==> src/rtl/ssd1306_pkg.sv <==
// Shared SSD1306 definitions: command opcodes, parser states and address-width helper.
package ssd1306_pkg;

  localparam int unsigned DEF_COLS  = 128;
  localparam int unsigned DEF_PAGES = 8;

  localparam logic [7:0] CMD_MEMORYMODE       = 8'h20;
  localparam logic [7:0] CMD_COLUMNADDR       = 8'h21;
  localparam logic [7:0] CMD_PAGEADDR         = 8'h22;
  localparam logic [7:0] CMD_SETCONTRAST      = 8'h81;
  localparam logic [7:0] CMD_CHARGEPUMP       = 8'h8D;
  localparam logic [7:0] CMD_SETMULTIPLEX     = 8'hA8;
  localparam logic [7:0] CMD_DISPLAYOFF       = 8'hAE;
  localparam logic [7:0] CMD_DISPLAYON        = 8'hAF;
  localparam logic [7:0] CMD_SETDISPLAYOFFSET = 8'hD3;
  localparam logic [7:0] CMD_SETDISPLAYCLKDIV = 8'hD5;
  localparam logic [7:0] CMD_SETPRECHARGE     = 8'hD9;
  localparam logic [7:0] CMD_SETCOMPINS       = 8'hDA;
  localparam logic [7:0] CMD_SETVCOMDETECT    = 8'hDB;

  // Synchroniser idle pattern, packed as {rst, dc, cs, clk, din}
  localparam logic [4:0] SYNC_IDLE = 5'b10100;

  typedef enum logic [2:0] {
    P_CMD    = 3'd0,
    P_COL_S  = 3'd1,
    P_COL_E  = 3'd2,
    P_PAGE_S = 3'd3,
    P_PAGE_E = 3'd4,
    P_SKIP1  = 3'd5
  } parser_state_e;

  function automatic int unsigned idx_w(input int unsigned n);
    return (n > 1) ? $clog2(n) : 1;
  endfunction

  function automatic logic is_one_arg_cmd(input logic [7:0] op);
    case (op)
      CMD_MEMORYMODE, CMD_SETCONTRAST, CMD_CHARGEPUMP, CMD_SETMULTIPLEX,
      CMD_SETDISPLAYOFFSET, CMD_SETDISPLAYCLKDIV, CMD_SETPRECHARGE,
      CMD_SETCOMPINS, CMD_SETVCOMDETECT: return 1'b1;
      default: return 1'b0;
    endcase
  endfunction

endpackage

==> src/rtl/spi_rx_deser.sv <==
// SPI pin synchronisers, spi_clk rising-edge detect and MSB-first byte shifter.
module spi_rx_deser
  import ssd1306_pkg::*;
#(
  parameter int unsigned SYNC_STAGES = 2
) (
  input  logic       clk,
  input  logic       reset,
  input  logic       spi_din,
  input  logic       spi_clk,
  input  logic       spi_cs,
  input  logic       spi_dc,
  input  logic       spi_rst,
  output logic       rx_valid,
  output logic [7:0] rx_byte,
  output logic       rx_dc,
  output logic       abort,
  output logic       soft_rst
);

  logic [SYNC_STAGES-1:0][4:0] sync_q, sync_d;
  logic       din_s, sclk_s, cs_s, dc_s, rst_s;
  logic       sclk_prev_q, cs_prev_q;
  logic       sclk_rise, cs_rise;
  logic [7:0] shift_q, shift_d;
  logic [2:0] cnt_q, cnt_d;
  logic       rx_valid_q, rx_valid_d;
  logic [7:0] rx_byte_q, rx_byte_d;
  logic       rx_dc_q, rx_dc_d;
  logic       abort_q, abort_d;

  assign {rst_s, dc_s, cs_s, sclk_s, din_s} = sync_q[SYNC_STAGES-1];
  assign sclk_rise = sclk_s & ~sclk_prev_q;
  assign cs_rise   = cs_s & ~cs_prev_q;

  always_comb begin
    sync_d[0] = {spi_rst, spi_dc, spi_cs, spi_clk, spi_din};
    for (int unsigned i = 1; i < SYNC_STAGES; i++) begin
      sync_d[i] = sync_q[i-1];
    end
  end

  always_comb begin
    shift_d    = shift_q;
    cnt_d      = cnt_q;
    rx_valid_d = 1'b0;
    rx_byte_d  = rx_byte_q;
    rx_dc_d    = rx_dc_q;
    abort_d    = 1'b0;
    // A clock edge seen while deselected is treated like a deselect
    if (cs_rise || (sclk_rise && cs_s)) begin
      cnt_d   = '0;
      abort_d = (cnt_q != 3'd0);
    end else if (sclk_rise) begin
      shift_d = {shift_q[6:0], din_s};
      cnt_d   = cnt_q + 3'd1;
      if (cnt_q == 3'd7) begin
        rx_valid_d = 1'b1;
        rx_byte_d  = {shift_q[6:0], din_s};
        rx_dc_d    = dc_s;
      end
    end
  end

  always_ff @(posedge clk) begin
    if (!reset) begin
      sync_q      <= {SYNC_STAGES{SYNC_IDLE}};
      sclk_prev_q <= 1'b0;
      cs_prev_q   <= 1'b1;
    end else begin
      sync_q      <= sync_d;
      sclk_prev_q <= sclk_s;
      cs_prev_q   <= cs_s;
    end
  end

  always_ff @(posedge clk) begin
    if (!reset || !rst_s) begin
      shift_q    <= '0;
      cnt_q      <= '0;
      rx_valid_q <= 1'b0;
      rx_byte_q  <= '0;
      rx_dc_q    <= 1'b0;
      abort_q    <= 1'b0;
    end else begin
      shift_q    <= shift_d;
      cnt_q      <= cnt_d;
      rx_valid_q <= rx_valid_d;
      rx_byte_q  <= rx_byte_d;
      rx_dc_q    <= rx_dc_d;
      abort_q    <= abort_d;
    end
  end

  assign rx_valid = rx_valid_q;
  assign rx_byte  = rx_byte_q;
  assign rx_dc    = rx_dc_q;
  assign abort    = abort_q;
  assign soft_rst = ~rst_s;

endmodule

==> src/rtl/ssd1306_spi_rx.sv <==
// SSD1306 SPI receiver: command parser and horizontal-mode framebuffer address generator.
// Define SSD1306_RX_ERR_EN to report discarded partial bytes on rx_err/err_count.
module ssd1306_spi_rx
  import ssd1306_pkg::*;
#(
  parameter int unsigned SYNC_STAGES = 2,
  parameter int unsigned COLS        = DEF_COLS,
  parameter int unsigned PAGES       = DEF_PAGES
) (
  input  logic                                  clk,
  input  logic                                  reset,
  input  logic                                  spi_din,
  input  logic                                  spi_clk,
  input  logic                                  spi_cs,
  input  logic                                  spi_dc,
  input  logic                                  spi_rst,
  output logic                                  rx_valid,
  output logic [7:0]                            rx_byte,
  output logic                                  rx_dc,
  output logic                                  fb_we,
  output logic [idx_w(COLS)+idx_w(PAGES)-1:0]   fb_addr,
  output logic [7:0]                            fb_data,
  output logic                                  display_on,
  output logic                                  frame_done,
  output logic                                  rx_err,
  output logic [7:0]                            err_count
);

  localparam int unsigned CW = idx_w(COLS);
  localparam int unsigned PW = idx_w(PAGES);

  logic abort, soft_rst;

  spi_rx_deser #(.SYNC_STAGES(SYNC_STAGES)) u_deser (
    .clk      (clk),
    .reset    (reset),
    .spi_din  (spi_din),
    .spi_clk  (spi_clk),
    .spi_cs   (spi_cs),
    .spi_dc   (spi_dc),
    .spi_rst  (spi_rst),
    .rx_valid (rx_valid),
    .rx_byte  (rx_byte),
    .rx_dc    (rx_dc),
    .abort    (abort),
    .soft_rst (soft_rst)
  );

  parser_state_e   state_q, state_d;
  logic [CW-1:0]   col_start_q, col_start_d, col_end_q, col_end_d, col_q, col_d, col_pend_q, col_pend_d;
  logic [PW-1:0]   page_start_q, page_start_d, page_end_q, page_end_d, page_q, page_d, page_pend_q, page_pend_d;
  logic            display_on_q, display_on_d;
  logic            fb_we_q, fb_we_d, frame_done_q, frame_done_d;
  logic [CW+PW-1:0] fb_addr_q, fb_addr_d;
  logic [7:0]      fb_data_q, fb_data_d;
  logic [CW-1:0]   col_arg;
  logic [PW-1:0]   page_arg;

  assign col_arg  = rx_byte[CW-1:0];
  assign page_arg = rx_byte[PW-1:0];

  always_comb begin
    state_d      = state_q;
    col_start_d  = col_start_q;
    col_end_d    = col_end_q;
    col_d        = col_q;
    col_pend_d   = col_pend_q;
    page_start_d = page_start_q;
    page_end_d   = page_end_q;
    page_d       = page_q;
    page_pend_d  = page_pend_q;
    display_on_d = display_on_q;
    fb_we_d      = 1'b0;
    fb_addr_d    = fb_addr_q;
    fb_data_d    = fb_data_q;
    frame_done_d = 1'b0;
    if (rx_valid) begin
      if (rx_dc) begin
        // Data aborts any pending argument sequence and is written at the current pointer
        state_d   = P_CMD;
        fb_we_d   = 1'b1;
        fb_addr_d = {page_q, col_q};
        fb_data_d = rx_byte;
        if (col_q == col_end_q) begin
          col_d = col_start_q;
          if (page_q == page_end_q) begin
            page_d       = page_start_q;
            frame_done_d = 1'b1;
          end else begin
            page_d = page_q + PW'(1);
          end
        end else begin
          col_d = col_q + CW'(1);
        end
      end else begin
        unique case (state_q)
          P_CMD: begin
            if (rx_byte == CMD_COLUMNADDR)      state_d = P_COL_S;
            else if (rx_byte == CMD_PAGEADDR)   state_d = P_PAGE_S;
            else if (is_one_arg_cmd(rx_byte))   state_d = P_SKIP1;
            else if (rx_byte == CMD_DISPLAYON)  display_on_d = 1'b1;
            else if (rx_byte == CMD_DISPLAYOFF) display_on_d = 1'b0;
          end
          P_COL_S: begin
            col_pend_d = col_arg;
            state_d    = P_COL_E;
          end
          P_COL_E: begin
            col_start_d = col_pend_q;
            col_end_d   = (col_pend_q > col_arg) ? col_pend_q : col_arg;
            col_d       = col_pend_q;
            state_d     = P_CMD;
          end
          P_PAGE_S: begin
            page_pend_d = page_arg;
            state_d     = P_PAGE_E;
          end
          P_PAGE_E: begin
            page_start_d = page_pend_q;
            page_end_d   = (page_pend_q > page_arg) ? page_pend_q : page_arg;
            page_d       = page_pend_q;
            state_d      = P_CMD;
          end
          P_SKIP1: state_d = P_CMD;
          default: state_d = P_CMD;
        endcase
      end
    end
  end

  always_ff @(posedge clk) begin
    if (!reset || soft_rst) begin
      state_q      <= P_CMD;
      col_start_q  <= '0;
      col_end_q    <= CW'(COLS - 1);
      col_q        <= '0;
      col_pend_q   <= '0;
      page_start_q <= '0;
      page_end_q   <= PW'(PAGES - 1);
      page_q       <= '0;
      page_pend_q  <= '0;
      display_on_q <= 1'b0;
      fb_we_q      <= 1'b0;
      fb_addr_q    <= '0;
      fb_data_q    <= '0;
      frame_done_q <= 1'b0;
    end else begin
      state_q      <= state_d;
      col_start_q  <= col_start_d;
      col_end_q    <= col_end_d;
      col_q        <= col_d;
      col_pend_q   <= col_pend_d;
      page_start_q <= page_start_d;
      page_end_q   <= page_end_d;
      page_q       <= page_d;
      page_pend_q  <= page_pend_d;
      display_on_q <= display_on_d;
      fb_we_q      <= fb_we_d;
      fb_addr_q    <= fb_addr_d;
      fb_data_q    <= fb_data_d;
      frame_done_q <= frame_done_d;
    end
  end

  assign fb_we      = fb_we_q;
  assign fb_addr    = fb_addr_q;
  assign fb_data    = fb_data_q;
  assign display_on = display_on_q;
  assign frame_done = frame_done_q;

`ifdef SSD1306_RX_ERR_EN
  logic [7:0] err_count_q, err_count_d;

  always_comb begin
    err_count_d = err_count_q;
    if (abort && (err_count_q != 8'hFF)) err_count_d = err_count_q + 8'd1;
  end

  always_ff @(posedge clk) begin
    if (!reset || soft_rst) err_count_q <= '0;
    else                    err_count_q <= err_count_d;
  end

  assign rx_err    = abort;
  assign err_count = err_count_q;
`else
  logic unused_abort;
  assign unused_abort = abort;
  assign rx_err       = 1'b0;
  assign err_count    = '0;
`endif

endmodule

==> config.mk <==
export PLATFORM = sky130hd
export DESIGN_NAME = ssd1306_spi_rx
export DESIGN_NICKNAME = d
export VERILOG_FILES = /design/src/rtl/ssd1306_pkg.sv /design/src/rtl/spi_rx_deser.sv /design/src/rtl/ssd1306_spi_rx.sv
export SDC_FILE = /design/constraint.sdc
export NUM_CORES = 1
export LEC_CHECK = 0
export ABC_CLOCK_PERIOD_IN_PS = 3300
export BUFFER_PORTS_ARGS = -buffer_cell sky130_fd_sc_hd__buf_2
export CAP_MARGIN = 10
export CORE_MARGIN = 5
export CORE_UTILIZATION = 40
export DETAILED_ROUTE_END_ITERATION = 6
export HOLD_SLACK_MARGIN = 0.02
export PLACE_DENSITY = 0.67
export SLEW_MARGIN = 20
export SYNTH_ARGS = -nofsm -noshare
export SYNTH_HDL_FRONTEND = slang
export SYNTH_SLANG_ARGS = --single-unit
==> constraint.sdc <==
create_clock -name clk -period 3.3 [get_ports clk]
set_input_delay 0.165 -clock clk [delete_from_list [all_inputs] [get_ports clk]]
set_output_delay 0.165 -clock clk [all_outputs]
set_load 0.02 [all_outputs]
## Word-level counts from Yosys, hierarchy flattened

Cells that the tools add are included.

- Output and inout bits: 40
- Bits in registers: 96
- Bits of input ports: 7
- Logic and storage cells: 114

- Equality and inequality tests: 22
- Reductions and logical operators: 26
- Add/sub/neg operators: 3
- $lt $le $gt $ge: 2
- Multiplexer cells: 25
- Bitwise gates (word level): 13

Operator list:

| kind | number |
|---|---|
| equality test 8 bit, second input constant | 10 |
| two-way mux 7 bit | 4 |
| two-way mux 3 bit | 9 |
| equality test 8 x 6 -> 1 bit, second input constant | 3 |
| AND reduction 3 bit | 6 |
| two-way mux 1 bit | 11 |
| NOT 1 bit | 11 |
| one-hot mux 3 bit (3 select lines) | 1 |
| OR reduction 9 bit | 1 |
| AND reduction 2 bit | 4 |
| adder 7 x 1 -> 7 bit, second input constant | 1 |
| equality test 7 bit | 1 |
| greater-than comparator 7 bit | 1 |
| AND reduction 7 bit | 1 |
| adder 3 x 1 -> 3 bit, second input constant | 2 |
| equality test 3 x 2 -> 1 bit, second input constant | 2 |
| equality test 3 bit, second input constant | 2 |
| nonzero test 2 bit | 3 |
| != test 5 x 4 -> 1 bit, second input constant | 1 |
| OR reduction 2 bit | 2 |
| OR reduction 4 bit | 1 |
| equality test 3 x 1 -> 1 bit, second input constant | 1 |
| equality test 3 bit | 1 |
| greater-than comparator 3 bit | 1 |
| 7 further kinds | 11 |

## Longest topological paths before layout

- Word-level depth: 13
- Depth in mapped cells: 8
- Mapped depth without buffers: 7

## Hierarchy

A second synthesis with hierarchy kept.

- Cells, all modules: 541
- Area total of the unflattened synthesis: 4503.1 µm²

By module, submodules not included:

| module | area an instance (µm²) | sequential area each (µm²) | instances | cells an instance |
|---|---|---|---|---|
| ssd1306_spi_rx | 3334.4 | 1281.2 | 1 | 417 |
| spi_rx_deser | 1168.6 | 660.6 | 1 | 124 |

## Worst setup path before layout

Ideal clock, no wire load.

- Kind: register -> register
- Start: reg u_deser.rx_byte_q[1], in the netlist u_deser.rx_byte[1]
- End: reg page_end_q[0]
- Required time: 3.179 ns
- Slack: 1.197 ns
- Path buffers: 1
- Arrival time: 1.982 ns
- Clock period less this slack: 2.103 ns
- Stages on the path, launching flop included: 9
- Setup time: 0.121 ns
- Path through: dfxtp_1 -> buf_4 -> inv_1 -> ha_1 -> nor2b_1 -> o21a_1 -> o21ai_0 -> mux2i_1 -> a21oi_1

- Word-level cells in the longest chain between the ends: 2

Ends and longest elaborated chain:

| element | RTL line | source |
|---|---|---|
| start: declaration | spi_rx_deser.sv:28 | `logic [7:0] rx_byte_q, rx_byte_d;` |
| start signal: assignment | spi_rx_deser.sv:89 | `rx_byte_q <= rx_byte_d;` |
| greater-than comparator 3 bit | ssd1306_spi_rx.sv:120 | `page_end_d = (page_pend_q > page_arg) ? page_pend_q : page_arg;` |
| two-way mux 3 bit | ssd1306_spi_rx.sv:120 |  |
| end signal: assignment | ssd1306_spi_rx.sv:139 | `page_end_q <= PW'(PAGES - 1);` |
| end signal: assignment | ssd1306_spi_rx.sv:154 | `page_end_q <= page_end_d;` |
| end: declaration | ssd1306_spi_rx.sv:51 | `logic [PW-1:0] page_start_q, page_start_d, page_end_q, page_end_d, page_q, page_d, page_pend_q, page_pend_d;` |

Every way passes these cells.
A chain may end at the register's enable or synchronous reset.

## Worst setup path after layout

- Start: reg u_deser.rx_byte_q[1], in the netlist u_deser.rx_byte[1]
- End: reg page_end_q[1]

- Word-level cells in the longest chain between the ends: 2

Ends and longest elaborated chain:

| element | RTL line |
|---|---|
| greater-than comparator 3 bit | ssd1306_spi_rx.sv:120 |
| two-way mux 3 bit * | ssd1306_spi_rx.sv:120 |

Mark *: on every way between the ends. The rest lies on a longest branch, timed or not.

==> impl_metrics.tcl <==
set metrics [dict create \
    layout-drive-gt1-share_pct 11.31 \
    routed_wl_um 9650 \
    holdCritStartpoint "reset" \
    hpwlAfterDp_um 6882 \
    finalClockSkew_ns 0.007964 \
    grt_pass1_wl_um 16240 \
    rows 38 \
    period_needed_ns 2.346 \
    ant_nets 0 \
    r2r_end "page_end_q[1]" \
    fin_nets 573 \
    max_cap_violations 0 \
    final.setup.worst_slack_ns 0.9536 \
    viasPerCell 5.166 \
    power_density_mw_per_mm2 396.0 \
    yosysUniqueCellTypes 49 \
    irDropWorstVdd_mv 0.3423 \
    synth.cell_area_mm2 0.004418 \
    clkSlewWorstSetupHoldPaths_ns 0.09 \
    rsz0062_at_grt "no" \
    clkLatencyLatePin_ns 0.36 \
    worstHoldPathCells 2 \
    track_usage_pct 15.06 \
    cp_max_fo 14 \
    netlist_top_cells_count "dfxtp_1 (96), nand2_1 (83), a21oi_1 (56), nor2_1 (42), mux2i_1 (23)" \
    area_growth_pct 9.912 \
    synth_warnings 0 \
    dr.pass1.iters 4 \
    root_buffer "clkbuf_8" \
    grt_max_degree 59 \
    clock_path_buffers 2 \
    cts_hold_buf 5 \
    die_w_um 115.1 \
    endpoint_kind "flip-flop" \
    cts_tree "built" \
    antenna_found_initial 0 \
    status "complete, no violations" \
    dieArea_mm2 0.01325 \
    p_leak_nw 1.807 \
    grt_pass1_vias 3453 \
    post_cts_buffers 0 \
    fp.dieH_um 115.1 \
    start_util_pct 40.75 \
    min_to "u_deser.sync_d[9]" \
    coreArea_mm2 0.01084 \
    slew_headroom_pct 42.28 \
    synth_seq_area_share_pct 43.50 \
    drc_errors 0 \
    num_vias 3601 \
    r2r_slack_ns 0.95 \
    fin_tns_setup_ns 0 \
    required_ns 3.56 \
    cp.arrival_ns 2.60 \
    place_congestion 0.8475 \
    hold_class "primary input to flip-flop" \
    cts_buffers 9 \
    yosysMostFrequentCell "dfxtp_1" \
    wl_per_cell_um 13.85 \
    async_flop_share_pct 0 \
    reg2reg_from "u_deser.rx_byte[1]" \
    dpl_worst_slack_ns 0.9264 \
    finalMaxSlewViolations 0 \
    grt_overflow 0 \
    cts_resized 0 \
    synth-edff-count 0 \
    worstSetupPathType "flip-flop to flip-flop" \
    finalSetupViolations 0 \
    synth_top_area_share_pct 43.50 \
    post-route-period-util_pct 71.10 \
    portBuffers 37 \
    finalHoldViolCount 0 \
    synth_ff_type "dfxtp_1" \
    cts.htree.levels 3 \
    cp-start-kind "flip-flop" \
    netlist.top_cell.by_area "dfxtp_1" \
    diodes 0 \
    syn_avg_cell_area_um2 8.352 \
    r2r_cells 7 \
    timing.fmax_ghz 0.4262 \
    worstMarginPinSlew_ns 0.8646 \
    synth_area_leaders "dfxtp_1 (44%), nand2_1 (7.1%), a21oi_1 (6.3%)" \
    clock_sinks 96 \
    ios 47 \
    first_iter_violations 240 \
    ys_ff_latch 96 \
    synthCells 529 \
]
cells in the final DEF, fill, tap and decap left out, types with 9 or more instances in the layout:
cell type / netlist / layout
inv_1: 14 / 14
conb_1: 1 / 9
mux2i_1: 23 / 23
buf_2: 4 / 37
nand3_1: 13 / 13
o21ai_0: 21 / 21
dfxtp_1: 96 / 96
nor3_1: 15 / 15
and2_1: 13 / 13
xnor2_1: 13 / 13
ha_1: 14 / 14
nand2_1: 83 / 82
a21oi_1: 56 / 56
clkbuf_8: 0 / 11
nor2_1: 42 / 42
metal layers:
| layer | routed length [µm] | vias to the layer above | GRT usage [%] |
|---|---|---|---|
| li1 | - | 1860 | - |
| met1 | 4471 | 1649 | 20.00 |
| met2 | 4478 | 80 | 24.58 |
| met3 | 570 | 12 | 3.684 |
| met4 | 129 | 0 | 3.912 |
| met5 | 0 | - | 0 |
how the worst max path moves through the flow:
stage,from,depth (start not counted),to,slack [ns]
after floorplan,u_deser.rx_byte[1],8,page_end_q[0],1.20
after global placement,u_deser.rx_byte[6],7,col_end_q[1],1.06
after detailed placement,u_deser.rx_byte[1],7,page_end_q[1],0.93
after CTS,u_deser.rx_byte[1],7,page_end_q[1],0.92
after global routing,u_deser.rx_byte[6],7,col_end_q[0],0.72
final,u_deser.rx_byte[1],7,page_end_q[1],0.95
flip-flops by register name (all words and copies together), names as in the netlist, 5 cells and up:
register	count
col_end_q	7
col_pend_q	7
col_q	7
col_start_q	7
fb_addr	10
fb_data	8
u_deser.rx_byte	8
u_deser.shift_q	7
u_deser.sync_d	5
worst max-delay path: stages, from the launching register on:
cell and delay (ns):
dfxtp_1 0.63, inv_1 0.17, ha_1 0.34, nor2b_1 0.13
o21a_1 0.16, o21ai_0 0.45, mux2i_1 0.28, a21oi_1 0.09
final cells by class:
type	count	area, µm²
fillers	1106	5984
multi-input cells	385	2257
inverters	14	52.55
clock inverters	4	28.78
flip-flops and latches	96	1922
well taps	140	175.2
repair buffers	46	265.3
clock buffers	12	155.1
through the flow:
stage / power, W / hold WS [ns] / utilization (%) / instance area (µm²) / cells
final: 0.001923 / 0.09680 / 44.79 / 4856 / 697
after global routing: 0.002005 / 0.08897 / 44.79 / 4856 / 697
after CTS: 0.001954 / 0.06368 / 44.75 / 4851 / 697
after detailed placement: 0.001240 / 0.3492 / 42.59 / 4617 / 676
after global placement: 0.001239 / 0.3474 / 42.59 / 4617 / 676
after floorplan: 0.001237 / 0.2380 / - / 4448 / 537
logic make-up after synthesis:
logic type,count (synthesis),share of synthesized area [%]
compound gates,109,14.41
xor+xnor,17,3.370
fa+ha+maj,14,3.965
buf+inv,56,6.259
flops,96,43.50
mux,23,5.211
other cells,1,0.08488
simple gates,213,23.19
report_power, final:
group / switching (W) / total, W / internal, W / leakage (nW)
Sequential: 0.00000195 / 0.00117 / 0.00116 / 0.776
Combinational: 0.0000382 / 0.0000524 / 0.0000142 / 0.942
Clock: 0.000390 / 0.000705 / 0.000315 / 0.0886
Total: 0.000430 / 0.00192 / 0.00149 / 1.81
Note: power is estimated with default switching activity, not from simulation.
